===== config.mk =====
export PLATFORM = sky130hd
export DESIGN_NAME = osd_io_sequencer_flat
export DESIGN_NICKNAME = d
export VERILOG_FILES = /design/src/rtl/osd_io_sequencer_if.sv /design/src/rtl/osd_io_sequencer.sv /design/src/flat_wrapper.sv
export SDC_FILE = /design/constraint.sdc
export NUM_CORES = 1
export LEC_CHECK = 0
export BUFFER_PORTS_ARGS = -buffer_cell sky130_fd_sc_hd__clkbuf_2
export CAP_MARGIN = 0
export CORE_ASPECT_RATIO = 0.75
export CORE_UTILIZATION = 41
export DETAILED_ROUTE_END_ITERATION = 10
export SETUP_SLACK_MARGIN = 0.05
export SLEW_MARGIN = 10
export SYNTH_ARGS = -nofsm -noshare
export SYNTH_HDL_FRONTEND = slang
export SYNTH_SLANG_ARGS = --single-unit

===== constraint.sdc =====
create_clock -name clk_sys -period 5.6 [get_ports clk_sys]
set_input_delay 0.56 -clock clk_sys [delete_from_list [all_inputs] [get_ports clk_sys]]
set_output_delay 0.56 -clock clk_sys [all_outputs]
set_load 0.01 [all_outputs]

===== src/rtl/osd_io_sequencer_if.sv =====
// Host command stream into the OSD I/O sequencer.
//   cmd_valid : host word valid
//   cmd_ready : sequencer accepts the word this cycle
//   cmd_data  : 16-bit command or data word
//   cmd_last  : word ends the transaction
// master = host side, slave = sequencer side.
interface osd_io_sequencer_if;
  logic        cmd_valid;
  logic        cmd_ready;
  logic [15:0] cmd_data;
  logic        cmd_last;

  modport master (output cmd_valid, output cmd_data, output cmd_last, input cmd_ready);
  modport slave  (input cmd_valid, input cmd_data, input cmd_last, output cmd_ready);
endinterface


===== src/rtl/osd_io_sequencer.sv =====
// Converts a valid/ready command word stream into the framed, strobed OSD
// I/O bus: io_osd frames a transaction, io_strobe delivers each word on its
// rising edge, io_din carries the word. Enforces setup, strobe widths, the
// inter-frame gap, and aborts frames that stall in WAIT.
// Ports:
//   clk_sys, reset_n  : clock, asynchronous active-low reset
//   cmd (slave)       : host command stream (valid/ready/data/last)
//   io_osd, io_strobe, io_din : registered OSD bus
//   busy              : sequencer not idle
//   aborted           : last transaction ended by timeout (sticky)
//   words_sent        : strobes in current/most recent frame, saturating
module osd_io_sequencer #(
  parameter int unsigned SETUP_CYCLES = 2,
  parameter int unsigned STROBE_HIGH  = 2,
  parameter int unsigned STROBE_LOW   = 2,
  parameter int unsigned GAP_CYCLES   = 4,
  parameter int unsigned TIMEOUT      = 1023
) (
  input  logic                    clk_sys,
  input  logic                    reset_n,
  osd_io_sequencer_if.slave       cmd,
  output logic                    io_osd,
  output logic                    io_strobe,
  output logic [15:0]             io_din,
  output logic                    busy,
  output logic                    aborted,
  output logic [12:0]             words_sent
);

  if (SETUP_CYCLES < 1 || SETUP_CYCLES > 1024) begin : g_bad_setup
    $error("SETUP_CYCLES out of range");
  end
  if (STROBE_HIGH < 1 || STROBE_HIGH > 1024) begin : g_bad_high
    $error("STROBE_HIGH out of range");
  end
  if (STROBE_LOW < 1 || STROBE_LOW > 1024) begin : g_bad_low
    $error("STROBE_LOW out of range");
  end
  if (GAP_CYCLES < 1 || GAP_CYCLES > 1024) begin : g_bad_gap
    $error("GAP_CYCLES out of range");
  end
  if (TIMEOUT > 1023) begin : g_bad_timeout
    $error("TIMEOUT out of range");
  end

  // Phase counter compares against "last cycle of the phase".
  localparam logic [9:0] SETUP_LAST = 10'(SETUP_CYCLES - 1);
  localparam logic [9:0] HIGH_LAST  = 10'(STROBE_HIGH - 1);
  localparam logic [9:0] LOW_LAST   = 10'(STROBE_LOW - 1);
  localparam logic [9:0] GAP_LAST   = 10'(GAP_CYCLES - 1);
  localparam logic [9:0] TO_LAST    = 10'((TIMEOUT != 0) ? TIMEOUT - 1 : 0);

  typedef enum logic [2:0] {
    S_IDLE, S_SETUP, S_HIGH, S_LOW, S_WAIT, S_GAP
  } state_t;

  state_t      state_q, state_d;
  logic [9:0]  cnt_q, cnt_d;
  logic        last_q;
  logic [15:0] din_q;
  logic [12:0] words_q;
  logic        aborted_q;
  logic        osd_q, osd_d;
  logic        strobe_q, strobe_d;
  logic        accept, timeout;

  // State register and datapath.
  always_ff @(posedge clk_sys or negedge reset_n) begin
    if (!reset_n) begin
      state_q   <= S_IDLE;
      cnt_q     <= '0;
      last_q    <= 1'b0;
      din_q     <= '0;
      words_q   <= '0;
      aborted_q <= 1'b0;
      osd_q     <= 1'b0;
      strobe_q  <= 1'b0;
    end else begin
      state_q  <= state_d;
      cnt_q    <= cnt_d;
      osd_q    <= osd_d;
      strobe_q <= strobe_d;
      if (accept) begin
        din_q  <= cmd.cmd_data;
        last_q <= cmd.cmd_last;
      end
      // First word of a frame restarts the statistics.
      if (accept && state_q == S_IDLE) begin
        words_q   <= '0;
        aborted_q <= 1'b0;
      end
      if (state_q == S_HIGH && state_d == S_LOW && words_q != '1) begin
        words_q <= words_q + 13'd1;
      end
      if (timeout) begin
        aborted_q <= 1'b1;
      end
    end
  end

  // Next state; the counter reloads to zero on every state entry.
  always_comb begin
    state_d = state_q;
    cnt_d   = cnt_q + 10'd1;
    accept  = 1'b0;
    timeout = 1'b0;
    unique case (state_q)
      S_IDLE: begin
        cnt_d = '0;
        if (cmd.cmd_valid) begin
          accept  = 1'b1;
          state_d = S_SETUP;
        end
      end
      S_SETUP: if (cnt_q == SETUP_LAST) begin
        state_d = S_HIGH;
        cnt_d   = '0;
      end
      S_HIGH: if (cnt_q == HIGH_LAST) begin
        state_d = S_LOW;
        cnt_d   = '0;
      end
      S_LOW: if (cnt_q == LOW_LAST) begin
        state_d = last_q ? S_GAP : S_WAIT;
        cnt_d   = '0;
      end
      S_WAIT: begin
        // An accept on the final waiting cycle takes priority over the abort.
        if (cmd.cmd_valid) begin
          accept  = 1'b1;
          state_d = S_SETUP;
          cnt_d   = '0;
        end else if (TIMEOUT != 0 && cnt_q == TO_LAST) begin
          timeout = 1'b1;
          state_d = S_GAP;
          cnt_d   = '0;
        end
      end
      S_GAP: if (cnt_q == GAP_LAST) begin
        state_d = S_IDLE;
        cnt_d   = '0;
      end
      default: begin
        state_d = S_IDLE;
        cnt_d   = '0;
      end
    endcase
  end

  // Outputs: handshake decoded from the current state, bus lines decoded
  // from the next state so they are registered alongside it.
  always_comb begin
    cmd.cmd_ready = (state_q == S_IDLE) || (state_q == S_WAIT);
    osd_d         = (state_d == S_SETUP) || (state_d == S_HIGH) ||
                    (state_d == S_LOW)   || (state_d == S_WAIT);
    strobe_d      = (state_d == S_HIGH);
  end

  assign io_osd     = osd_q;
  assign io_strobe  = strobe_q;
  assign io_din     = din_q;
  assign busy       = (state_q != S_IDLE);
  assign aborted    = aborted_q;
  assign words_sent = words_q;

endmodule


===== src/flat_wrapper.sv =====
// flat-port wrapper written by rule: the top's interface ports become plain ports
module osd_io_sequencer_flat 
#(
  parameter int unsigned SETUP_CYCLES = 2,
  parameter int unsigned STROBE_HIGH  = 2,
  parameter int unsigned STROBE_LOW   = 2,
  parameter int unsigned GAP_CYCLES   = 4,
  parameter int unsigned TIMEOUT      = 1023
)
  (clk_sys, reset_n, io_osd, io_strobe, io_din, busy, aborted, words_sent, cmd_cmd_valid, cmd_cmd_data, cmd_cmd_last, cmd_cmd_ready);
  osd_io_sequencer_if cmd_i ();
  input  logic clk_sys;
  input  logic reset_n;
  output logic io_osd;
  output logic io_strobe;
  output logic [15:0] io_din;
  output logic busy;
  output logic aborted;
  output logic [12:0] words_sent;
  input wire logic [$bits(cmd_i.cmd_valid)-1:0] cmd_cmd_valid;
  input wire logic [$bits(cmd_i.cmd_data)-1:0] cmd_cmd_data;
  input wire logic [$bits(cmd_i.cmd_last)-1:0] cmd_cmd_last;
  output wire logic [$bits(cmd_i.cmd_ready)-1:0] cmd_cmd_ready;
  assign cmd_i.cmd_valid = cmd_cmd_valid;
  assign cmd_i.cmd_data = cmd_cmd_data;
  assign cmd_i.cmd_last = cmd_cmd_last;
  assign cmd_cmd_ready = cmd_i.cmd_ready;
  osd_io_sequencer #(.SETUP_CYCLES(SETUP_CYCLES), .STROBE_HIGH(STROBE_HIGH), .STROBE_LOW(STROBE_LOW), .GAP_CYCLES(GAP_CYCLES), .TIMEOUT(TIMEOUT)) u_core (.clk_sys(clk_sys), .reset_n(reset_n), .cmd(cmd_i), .io_osd(io_osd), .io_strobe(io_strobe), .io_din(io_din), .busy(busy), .aborted(aborted), .words_sent(words_sent));
endmodule

; ---- Word-level counts from Yosys, hierarchy flattened
; Index checks and enable logic that the tools add are counted.
[word_totals]
latchBits = 0
output_inout_bits = 34
mem_bits_rw = 0
inputBits = 20
wordCells = 59
regBits = 46
memories = 0
rom_bits = 0
[op_classes]
n_bitwise = 0
div_mod_pow = 0
muxes = 23
addsub = 2
reduce_logical = 13
order_cmp = 0
eq_ne = 13
mul = 0
shifts = 0
[op_table]
columns = operator, n
row1 = 10-bit 2-to-1 mux, 4
row2 = 10-bit case mux with 3 select lines, 1
row3 = 13-bit 2-to-1 mux, 2
row4 = 3-bit 2-to-1 mux, 7
row5 = 3-bit case mux with 6 select lines, 1
row6 = 13-bit by 1-bit adder with 13-bit output (second input constant), 1
row7 = 13-bit inequality test (second input constant), 1
row8 = 3-bit by 2-bit == test with 1-bit output (second input constant), 4
row9 = 10-bit by 1-bit adder with 10-bit output (second input constant), 1
row10 = 10-bit by 1-bit == test with 1-bit output (second input constant), 1
row11 = 10-bit == test (second input constant), 1
row12 = 10-bit by 2-bit == test with 1-bit output (second input constant), 1
row13 = 3-bit == test (second input constant), 3
row14 = 1-bit 2-to-1 mux, 8
row15 = 3-bit by 1-bit == test with 1-bit output (second input constant), 2
row16 = 1-bit logical OR, 4
row17 = 2-bit nonzero test, 2
row18 = 1-bit logical AND, 3
row19 = 3-bit zero test, 1
row20 = 3-bit nonzero test, 1
row21 = 3-bit OR reduction, 1
row22 = 2-bit OR reduction, 1

; ---- Longest topological paths before layout
[depth]
depth_word = 8
mapped_depth = 8
mapped_depth_nobuf = 7

; ---- Least setup slack after synthesis
; OpenSTA, ideal clock, no wires.
[synth_timing]
path_type = register to register
from = register u_core.cnt_q[4]
to = register u_core.words_q[8] (netlist: u_core.words_sent[8])
path_stages_with_launch = 7
slack_ns = 3.421
n_path_buf = 1
period_less_slack_ns = 2.179
setup_time_ns = 0.124
t_arrival_ns = 2.055
t_required_ns = 5.476
path_cell_list = dfrtp_1 > or4_4 > o211a_1 > a2111oi_4 > buf_6 > nor4_1 > a211o_1
[synth_via]
elab_chain_len = 8
elab_cells_between_ends = 15
classes_between = eq/ne (4) / mux (8) / reduce/logical (3)
[synth_rtl]
columns = item, line_no
row1 = from (decl), osd_io_sequencer.sv:58  ; logic [9:0] cnt_q, cnt_d;
row2 = from (signal assigned), osd_io_sequencer.sv:80  ; cnt_q <= cnt_d;
row3 = 10-bit == test, osd_io_sequencer.sv:133  ; end else if (TIMEOUT != 0 && cnt_q == TO_LAST) begin
row4 = 3-bit 2-to-1 mux, osd_io_sequencer.sv:133
row5 = 3-bit 2-to-1 mux, osd_io_sequencer.sv:129  ; if (cmd.cmd_valid) begin
row6 = 3-bit case mux with 6 select lines (*), osd_io_sequencer.sv:107  ; unique case (state_q)
row7 = 3-bit by 2-bit == test with 1-bit output (*), osd_io_sequencer.sv:92  ; if (state_q == S_HIGH && state_d == S_LOW && words_q != '1) begin
row8 = 1-bit logical AND (*) (2 in a row), osd_io_sequencer.sv:92
row9 = 13-bit 2-to-1 mux / 2-bit nonzero test (equally long branches), n/a
row10 = to (signal assigned), osd_io_sequencer.sv:93  ; words_q <= words_q + 13'd1;
row11 = to (decl), osd_io_sequencer.sv:61  ; logic [12:0] words_q;
; Every way passes the cells marked *; elsewhere a longest branch is shown, timed or not.
; A chain may end at the register's enable or synchronous reset.

; ---- Final worst setup path
[layout_timing]
from = register u_core.state_q[0]
to = register u_core.words_q[7] (netlist: u_core.words_sent[7])
[layout_via]
elab_chain_len = 7
elab_cells_between_ends = 22
classes_between = eq/ne (6) / mux (10) / reduce/logical (6)
[layout_rtl]
columns = item, line_no
row1 = from (decl), osd_io_sequencer.sv:57  ; state_t state_q, state_d;
row2 = from (signal assigned), osd_io_sequencer.sv:79  ; state_q <= state_d;
row3 = 3-bit 2-to-1 mux, osd_io_sequencer.sv:133
row4 = 3-bit 2-to-1 mux, osd_io_sequencer.sv:129
row5 = 3-bit case mux with 6 select lines, osd_io_sequencer.sv:107
row6 = 3-bit by 2-bit == test with 1-bit output, osd_io_sequencer.sv:92
row7 = 1-bit logical AND (2 in a row), osd_io_sequencer.sv:92
row8 = 13-bit 2-to-1 mux / 2-bit nonzero test (equally long branches), n/a
; Parallel ways exist; a longest one is shown, timed or not.

==> out/qor.csv <==
metric;value;unit
outcome;finished clean;
final critical delay including setup and external delays;2760;ps
number of synthesized register bits;46;
share of total power in the clock network;19.0;%
type of element capturing the critical path;flop;
Clock Tree Root;clkbuf_8;
overall die height;66.6;um
top flip-flop cell by instance count after synthesis;dfrtp_1;
clock tree skew after final layout;8.71;ps
mean routed wirelength per cell;13.4;um
number of DRC violations after detailed routing;0;
Detailed Route Iter0 Violations;88;
Leakage;0.00145;uW
Slew headroom;26.2;%
area of the core;5350;um2
via count of the first global-routing pass;1630;
Post-Route WL;4940;um
number of flops mapped to enable cells by yosys;0;
total power divided by cell area;483;nW/um2
most crowded layer after global routing;met1;
share of synthesized area occupied by flip-flops and latches;50.5;%
final setup violating endpoints;0;
grt ovf;0;
antenna violations before repair;0;
clock tree from TritonCTS;done;
worst slack after detailed placement;2830;ps
combinational cell fraction of total power;41.5;%
number of sinks handled by clock tree synthesis;46;
post-layout net count;318;
count of input and output buffers;53;
maximum number of pins on one net before global-route repair;47;
Total Negative Setup Slacks;0;ps
CTS max path bufs;2;
ANT cells;0;
syn avg cell area;9.50;um2
TritonCTS buffer count;5;
total global-route track usage;18.0;%
synthesized instance count;240;
sequential fraction of design power;39.5;%
crit path kind;flop to flop;
leading cell types in the layout, fill and taps excluded;nand2_1, clkbuf_2, dfrtp_1;
total via count in the routed design;1880;
count of different cell masters after synthesis;42;
layout cell share with drive strength beyond 1;23.1;%
post-synthesis cell area;2280;um2
DIE AREA;5870;um2
worst-case setup margin in the final layout;2840;ps
worst slew pin tran;1100;ps
Initial Utilization;42.6;%
met1 layer usage reported by global route;26.3;%
maximum level of the CTS H-tree;2;
leading cell type in the layout, fill and taps excluded;nand2_1;
count of standard-cell rows;23;
wire length of the first global-routing pass;7960;um
Max rail drop VDD;0.000218;V
largest fanout of any net on the critical path;20;
chip width;88.1;um
crit share post-route;49.3;%
Net Sw Power;543;uW
max-slew violation count;0;
HPWL reported at the end of detailed placement;3430;um
post-detailed-route via-to-cell ratio;5.09;
cell-internal power;772;uW
postcts setup bufs;0;
count of yosys warnings during synthesis;0;
CP required;5840;ps
Area Growth Syn to Fin;19.4;%
first drt pass iteration count;4;
unrepaired setup endpoints after global routing;false;
met2 capacity usage during global routing;25.2;%
Synth Net Count;264;
Sw Ratio;41.3;%
proportion of synthesized flip-flops having asynchronous set or reset;100;%
maximum operating frequency;0.362;GHz
total of hold buffers inserted after clock tree synthesis;0;
critical path data arrival time;3000;ps
total of max-cap violations;0;
register clock-pin slew on the reported worst setup and hold paths;80;ps
post-CTS sizing;0;
classification of the worst-slack hold path;input port to asynchronous set/reset pin;
Boundary Pins;54;
final hold viol count;0;
met3 Usage GRT;4.71;%
CP startpoint kind;flop;
clock insertion delay at the later pin of the skew report;300;ps
Final ANT Viol Nets;0;
global placement routability congestion;0.827;
-- area by class of cell --
type,count,area (um2)
clock buffer,6,82.6
clock inverter,1,30.0
fill,507,2630
inverter,8,30.0
multi-input combinational,179,1060
sequential,46,1150
tap,75,93.8
timing repair buffer,54,273
-- state kept, by name, summed over array words and instances (netlist names) --
signal,flops
u_core.io_din,16
u_core.aborted,1
u_core.io_strobe,1
u_core.last_q,1
u_core.io_osd,1
u_core.state_q,3
u_core.words_sent,13
u_core.cnt_q,10
-- power by group through the flow --
stage | logic, uW | clock network, uW | registers [uW]
after floorplan | 362 | 0 | 543
after global placement | 552 | 0 | 524
after detailed placement | 547 | 0 | 526
after CTS | 551 | 259 | 520
after global routing | 611 | 271 | 537
final | 545 | 250 | 520
-- cell usage after synthesis (2+ instances only) --
cell type,count,share of area [%]
nand2_1,64,11
a211o_1,10,3.8
nor4_1,9,2.5
dfrtp_1,46,50
xnor2_1,3,1.2
buf_2,2,0.44
nor2_1,19,3.1
and2_1,2,0.55
and3_1,11,3.0
inv_1,8,1.3
nand4_1,5,1.4
nor2b_1,2,0.55
nand3_1,9,2.0
or4_4,2,0.99
nor3_1,3,0.66
a2111oi_4,2,2.4
a21o_1,2,0.66
o21ai_0,3,0.66
nor4b_1,2,0.77
clkbuf_1,3,0.49
xor2_1,6,2.3
a211oi_1,2,0.66
ha_1,4,2.2
nand2b_1,3,0.82
-- worst max-delay path, cell delays in order, from the launching register on --
cell       delay, ps
dfrtp_1          530
nor2_1           170
and2_1           420
a2111oi_4        970
a21o_1           410
a211o_1          200
-- through the flow --
step | hold slack, ps | cells | utilization (%) | total power, uW | area [um2]
floorplan | 264 | 240 | - | 905 | 2280
global placement | 458 | 362 | 48.8 | 1080 | 2610
detailed placement | 462 | 362 | 48.8 | 1070 | 2610
CTS | 374 | 369 | 50.9 | 1330 | 2720
global route | 407 | 369 | 50.9 | 1420 | 2720
finish | 352 | 369 | 50.9 | 1320 | 2720
-- per-layer routing --
metal | share of wire, % | wire [um]
met1 | 53 | 2620
met2 | 40 | 1970
met3 | 6.0 | 295
met4 | 1.0 | 51
met5 | 0 | 0
-- cell families after synthesis --
kind of cell | after synthesis | share of synthesized area, %
buffers and inverters | 15 | 2.91
XOR/XNOR | 9 | 3.46
AO/OA/AOI/OAI | 27 | 11.3
adder cells (fa/ha/maj) | 4 | 2.20
AND/OR/NAND/NOR | 138 | 29.3
flip-flops | 46 | 50.5
multiplexers | 1 | 0.439
-- final timing paths --
path                                               from                               end  slack [ps]  cells past startpoint
setup / recovery            u_core.state_q[0]$_DFF_PN0_  u_core.words_sent[7]$_DFFE_PN0P_        2840                      5
hold / removal                                  reset_n  u_core.words_sent[8]$_DFFE_PN0P_         350                      2
setup reg to reg            u_core.state_q[0]$_DFF_PN0_  u_core.words_sent[7]$_DFFE_PN0P_        2840                      5
hold reg to reg            u_core.io_din[2]$_DFFE_PN0P_      u_core.io_din[2]$_DFFE_PN0P_         480                      2
max in group asynchronous                       reset_n  u_core.words_sent[0]$_DFFE_PN0P_        4850                      2
min in group clk_sys                    cmd_cmd_data[8]      u_core.io_din[8]$_DFFE_PN0P_         450                      3
Power figures use the tool's default switching activity.
